**config.mk**
```make
export PLATFORM = sky130hd
export DESIGN_NAME = credit_controller
export DESIGN_NICKNAME = d
export VERILOG_FILES = /design/src/rtl/credit_controller.sv
export SDC_FILE = /design/constraint.sdc
export NUM_CORES = 1
export LEC_CHECK = 0
export ABC_AREA = 1
export CAP_MARGIN = 20
export CELL_PAD_IN_SITES_DETAIL_PLACEMENT = 1
export CELL_PAD_IN_SITES_GLOBAL_PLACEMENT = 2
export CORE_ASPECT_RATIO = 0.9
export CORE_MARGIN = 2
export CORE_UTILIZATION = 33
export CTS_BUF_LIST = sky130_fd_sc_hd__clkbuf_2 sky130_fd_sc_hd__clkbuf_4 sky130_fd_sc_hd__clkbuf_8
export CTS_CLUSTER_SIZE = 16
export DETAILED_ROUTE_END_ITERATION = 8
export GPL_TIMING_DRIVEN = 0
export MAX_ROUTING_LAYER = met4
export PLACE_DENSITY_LB_ADDON = 0.1
export REMOVE_ABC_BUFFERS = 1
export SETUP_SLACK_MARGIN = 0.15
export SYNTH_ARGS = -nofsm -noshare
export SYNTH_HDL_FRONTEND = slang
export SYNTH_SLANG_ARGS = --single-unit
```
**constraint.sdc**
```tcl
create_clock -name clock -period 2.82 [get_ports clock]
set_input_delay 0.423 -clock clock [delete_from_list [all_inputs] [get_ports clock]]
set_output_delay 0.423 -clock clock [all_outputs]
set_load 0.1 [all_outputs]
```
**src/rtl/credit_controller.sv**
```systemverilog
// rtl/credit_controller.sv - coin credit accumulator with priced vend slots and serial change dispense
//
// Purpose:
//   Tracks inserted credit, holds a programmable price per product slot,
//   grants or refuses vends against that price, and refunds credit one unit
//   per cycle as change pulses.
//
// Ports:
//   clock, reset                  rising-edge clock, asynchronous active-high reset
//   mode, value, value_valid      mode 0 inserts a coin of 'value'; mode 1 programs price[slot]
//   slot                          slot index for price programming and vending
//   vend_req, refund_req          single-cycle requests
//   credit                        current credit
//   vend_ok, vend_fail            single-cycle vend result pulses
//   overflow                      single-cycle pulse when a coin would exceed the credit range
//   change_pulse                  one pulse per unit of credit refunded
//   busy                          high while change is being dispensed
module credit_controller #(
   parameter int VALUE_W   = 4,
   parameter int CREDIT_W  = 8,
   parameter int NUM_SLOTS = 4,
   parameter int SLOT_W    = 2
) (
   input  logic                clock,
   input  logic                reset,
   input  logic                mode,
   input  logic [VALUE_W-1:0]  value,
   input  logic                value_valid,
   input  logic [SLOT_W-1:0]   slot,
   input  logic                vend_req,
   input  logic                refund_req,
   output logic [CREDIT_W-1:0] credit,
   output logic                vend_ok,
   output logic                vend_fail,
   output logic                overflow,
   output logic                change_pulse,
   output logic                busy
);

   typedef enum logic [0:0] {IDLE, DISPENSE} state_t;

   localparam logic [CREDIT_W:0]  CREDIT_MAX  = {1'b0, {CREDIT_W{1'b1}}};
   localparam logic [VALUE_W-1:0] PRICE_RST   = {VALUE_W{1'b1}};
   localparam logic [SLOT_W:0]    NUM_SLOTS_W = (SLOT_W+1)'(NUM_SLOTS);

   state_t              state_q, state_d;
   logic [CREDIT_W-1:0] credit_q, credit_d;
   logic                busy_q, busy_d;
   logic                vend_ok_q, vend_ok_d;
   logic                vend_fail_q, vend_fail_d;
   logic                overflow_q, overflow_d;
   logic                change_pulse_q, change_pulse_d;
   logic [VALUE_W-1:0]  price_q [NUM_SLOTS];
   logic [VALUE_W-1:0]  price_d [NUM_SLOTS];

   logic                slot_ok;
   logic [VALUE_W-1:0]  sel_price;
   logic [CREDIT_W:0]   credit_ext;
   logic [CREDIT_W:0]   coin_sum;
   logic [CREDIT_W:0]   price_ext;

   always_comb begin
      slot_ok = ({1'b0, slot} < NUM_SLOTS_W);

      // Mux rather than direct indexing so an out-of-range slot never reads X.
      sel_price = '0;
      for (int i = 0; i < NUM_SLOTS; i++) begin
         if (slot == SLOT_W'(i)) sel_price = price_q[i];
      end

      // One extra bit so a coin that would exceed the range is detected, not wrapped.
      credit_ext = {1'b0, credit_q};
      coin_sum   = credit_ext + (CREDIT_W+1)'(value);
      price_ext  = (CREDIT_W+1)'(sel_price);

      state_d        = state_q;
      credit_d       = credit_q;
      busy_d         = 1'b0;
      vend_ok_d      = 1'b0;
      vend_fail_d    = 1'b0;
      overflow_d     = 1'b0;
      change_pulse_d = 1'b0;
      price_d        = price_q;

      case (state_q)
         IDLE: begin
            // Only the highest-priority request acts; the rest are dropped.
            if (refund_req) begin
               if (credit_q != '0) begin
                  state_d = DISPENSE;
                  busy_d  = 1'b1;
               end
            end else if (vend_req) begin
               if (slot_ok && (credit_ext >= price_ext)) begin
                  credit_d  = credit_q - CREDIT_W'(sel_price);
                  vend_ok_d = 1'b1;
               end else begin
                  vend_fail_d = 1'b1;
               end
            end else if (value_valid) begin
               if (mode) begin
                  for (int i = 0; i < NUM_SLOTS; i++) begin
                     if (slot_ok && (slot == SLOT_W'(i))) price_d[i] = value;
                  end
               end else if (coin_sum > CREDIT_MAX) begin
                  overflow_d = 1'b1;
               end else begin
                  // A zero coin lands here and leaves credit unchanged.
                  credit_d = coin_sum[CREDIT_W-1:0];
               end
            end
         end
         DISPENSE: begin
            // Requests are ignored here; credit drains one unit per cycle.
            if (credit_q != '0) begin
               credit_d       = credit_q - CREDIT_W'(1);
               change_pulse_d = 1'b1;
               busy_d         = 1'b1;
            end else begin
               state_d = IDLE;
            end
         end
         default: state_d = IDLE;
      endcase
   end

   always_ff @(posedge clock or posedge reset) begin
      if (reset) begin
         state_q        <= IDLE;
         credit_q       <= '0;
         busy_q         <= 1'b0;
         vend_ok_q      <= 1'b0;
         vend_fail_q    <= 1'b0;
         overflow_q     <= 1'b0;
         change_pulse_q <= 1'b0;
         for (int i = 0; i < NUM_SLOTS; i++) price_q[i] <= PRICE_RST;
      end else begin
         state_q        <= state_d;
         credit_q       <= credit_d;
         busy_q         <= busy_d;
         vend_ok_q      <= vend_ok_d;
         vend_fail_q    <= vend_fail_d;
         overflow_q     <= overflow_d;
         change_pulse_q <= change_pulse_d;
         price_q        <= price_d;
      end
   end

   assign credit       = credit_q;
   assign busy         = busy_q;
   assign vend_ok      = vend_ok_q;
   assign vend_fail    = vend_fail_q;
   assign overflow     = overflow_q;
   assign change_pulse = change_pulse_q;

endmodule

```
==> results.json <==
{
  "fin_setup_tns_ps": 0,
  "hpwl_um": 4190,
  "nNetsFinal": 320,
  "ys_ff_latch": 29,
  "ir_drop_v": 0.000559,
  "grt.total_usage_pct": 18.1,
  "cp.depth": 1,
  "hold_class": "input port to async pin",
  "setup_viol": 0,
  "final_cell_mix": "nand2_1 (76), inv_1 (23), clkdlybuf4s50_1 (22)",
  "grt_pass1_wl_um": 9130,
  "layout_commonest_cell": "nand2_1",
  "crit_buf_inv": 1,
  "slowest_delay_ps": 1210,
  "fin_crit_ps": 2520,
  "place_inst": 359,
  "avgRoutedWirePerCell_um": 14.9,
  "syn_to_final_growth_pct": 22.7,
  "antenna_found_initial": 0,
  "yosys_warnings": 0,
  "num_rows": 27,
  "cpMaxStageDelayCell": "clkdlybuf4s50_1",
  "syn_inst": 268,
  "detail-route-antenna-nets": 0,
  "fmax_mhz": 397,
  "worstSetupPathType": "register to output port",
  "netlist_area_mm2": 0.00204,
  "design_power_total_mw": 2.60,
  "clock_sinks": 29,
  "finalHoldViolations": 0,
  "htreeDepth": 2,
  "dieWidth_um": 86.8,
  "design.core.area_mm2": 0.00605,
  "cts-hold-fix-buffers": 0,
  "grt_pass1_vias": 1813,
  "start_util_pct": 33.7,
  "end_kind": "output port",
  "numCtsBuffers": 5,
  "drt_iter0_markers": 74,
  "fin_util_pct": 41.3,
  "syn_area_per_cell_um2": 7.61,
  "rr_startpoint": "price_q[12]",
  "clock_skew_ps": 6.07,
  "avgViaCountPerCell": 4.87,
  "p_leak_nw": 1.11,
  "dr.pass1.iters": 4,
  "cts_tree": "built",
  "path_clk_slew_ps": 70,
  "cap_violations": 0,
  "rsz0062_at_grt": "false",
  "path_cells": "clkdlybuf4s50_1",
  "cts_buffer_depth": 2,
  "cp_max_fo": 9,
  "crit_family": "buffers and inverters",
  "hold-worst-slack_ps": 447,
  "vias": 1797,
  "startpoint": "busy",
  "r2r_cells": 15,
  "slew_headroom_pct": 35.1,
  "portBuffers": 24,
  "finalCritPeriodShare_pct": 89.3,
  "drive_gt1_share_pct": 19.5,
  "route.detailed.drc": 0,
  "crit_end": "busy",
  "fin_cells": 369,
  "finalWeightedCongestion": 0.768,
  "rrSetupSlack_ps": 490,
  "wirelength_um": 5490,
  "synthDistinctLibCells": 33,
  "worstMarginPinSlew_ps": 970,
  "clk_latency_ps": 290,
  "startpoint_type": "register",
  "globalRouteOverflowTotal": 0,
  "antenna_cells": 0,
  "ios": 25,
  "cp.required_ps": 2400,
  "slew_viol_final": 0,
  "fp.dieH_um": 78.6,
  "status": "completed",
  "grt_max_degree": 22,
  "power.density_mw_per_mm2": 1040,
  "critical_path_arrival_ps": 2100,
  "die_area_mm2": 0.00682,
  "clockRootBuffer": "clkbuf_8",
  "ys_seq_area_share_pct": 36.6,
  "r2r_end": "credit[4]"
}
## through the flow
| step | cell area (um2) | setup WS, ps |
|---|---|---|
| CTS | 2490 | 191 |
| global placement | 2330 | -598 |
| detailed placement | 2350 | -640 |
| global route | 2500 | 150 |
| floorplan | 2000 | 299 |
| finish | 2500 | 302 |
## layer usage
metal	part of all wire [%]	GRT usage [%]	vias up
li1	-	-	937
met1	55	26.3	834
met4	1.3	5.63	0
met5	0	-	-
met2	41	25.3	19
met3	2.2	3.15	7
## power by group
group          switching (mW)  internal [mW]  total (mW)
sequential              0.139          0.498       0.637
combinational            1.04          0.451        1.49
clock                   0.166          0.297       0.464
total                    1.35           1.25        2.60
## sequential cells by signal, indices dropped and copies added (netlist names)
| signal | count |
|---|---|
| busy | 1 |
| change_pulse | 1 |
| credit | 8 |
| overflow | 1 |
| price_q | 16 |
| vend_fail | 1 |
| vend_ok | 1 |
## worst min-delay path by stage
stage               startpoint    endpoint  slack (ps)  cells past startpoint
floorplan           price_q[8]  price_q[8]         450                      2
global placement    price_q[3]  price_q[3]         470                      2
detailed placement  price_q[1]  price_q[1]         470                      2
CTS                      reset   credit[3]         460                      2
global route             reset   credit[6]         490                      2
finish                   reset   credit[3]         450                      2
## cell families after synthesis
logic type | count (synthesis) | share of synthesized area, %
simple gates | 137 | 31.5
buf+inv | 35 | 7.37
fa+ha+maj | 12 | 8.10
xor+xnor | 1 | 0.430
flops | 29 | 36.6
mux | 2 | 0.982
compound gates | 52 | 15.0
## Yosys cell counts
| cell | number | area, um2 |
|---|---|---|
| nand2_1 | 76 | 285 |
| inv_1 | 23 | 86.3 |
| nor2_1 | 22 | 82.6 |
| o21ai_0 | 20 | 100 |
| dfstp_2 | 16 | 420 |
| dfrtp_1 | 13 | 325 |
| nand3_1 | 13 | 65.1 |
| a21oi_1 | 12 | 60.1 |
| ha_1 | 10 | 125 |
| inv_2 | 6 | 22.5 |
| o21ai_1 | 6 | 30.0 |
| nand2_2 | 5 | 31.3 |
| nor3_1 | 5 | 25.0 |
| o21ai_2 | 4 | 35.0 |
| a221oi_1 | 3 | 26.3 |
| buf_2 | 3 | 15.0 |
| nand3_2 | 3 | 30.0 |
| nor2_4 | 3 | 33.8 |
| a21boi_0 | 2 | 15.0 |
| a22o_1 | 2 | 17.5 |
| buf_6 | 2 | 22.5 |
| fa_1 | 2 | 40.0 |
| mux2i_1 | 2 | 20.0 |
| nand2_4 | 2 | 22.5 |
| nand3b_1 | 2 | 15.0 |
| nor2_2 | 2 | 12.5 |
| nor4_1 | 2 | 12.5 |
| o21bai_1 | 2 | 15.0 |
| clkbuf_1 | 1 | 3.75 |
| nand3b_4 | 1 | 20.0 |
| nand4_1 | 1 | 6.26 |
| o211ai_1 | 1 | 7.51 |
| xor2_1 | 1 | 8.76 |
## layout make-up
cell class / count / area, um2
fill: 752 / 3550
multi-input combinational: 204 / 1160
sequential: 29 / 746
timing repair buffer: 27 / 273
inverter: 29 / 111
clock buffer: 7 / 90.1
tap: 72 / 90.1
clock inverter: 1 / 30.0
## repair_timing
| item | in CTS | in global routing |
|---|---|---|
| pin swaps | 0 | 2 |
| setup buffers | 0 | 2 |
| endpoints found under the setup margin | 9 | 8 |
| resized for setup | 8 | 5 |
Power figures use the tool's default switching activity.
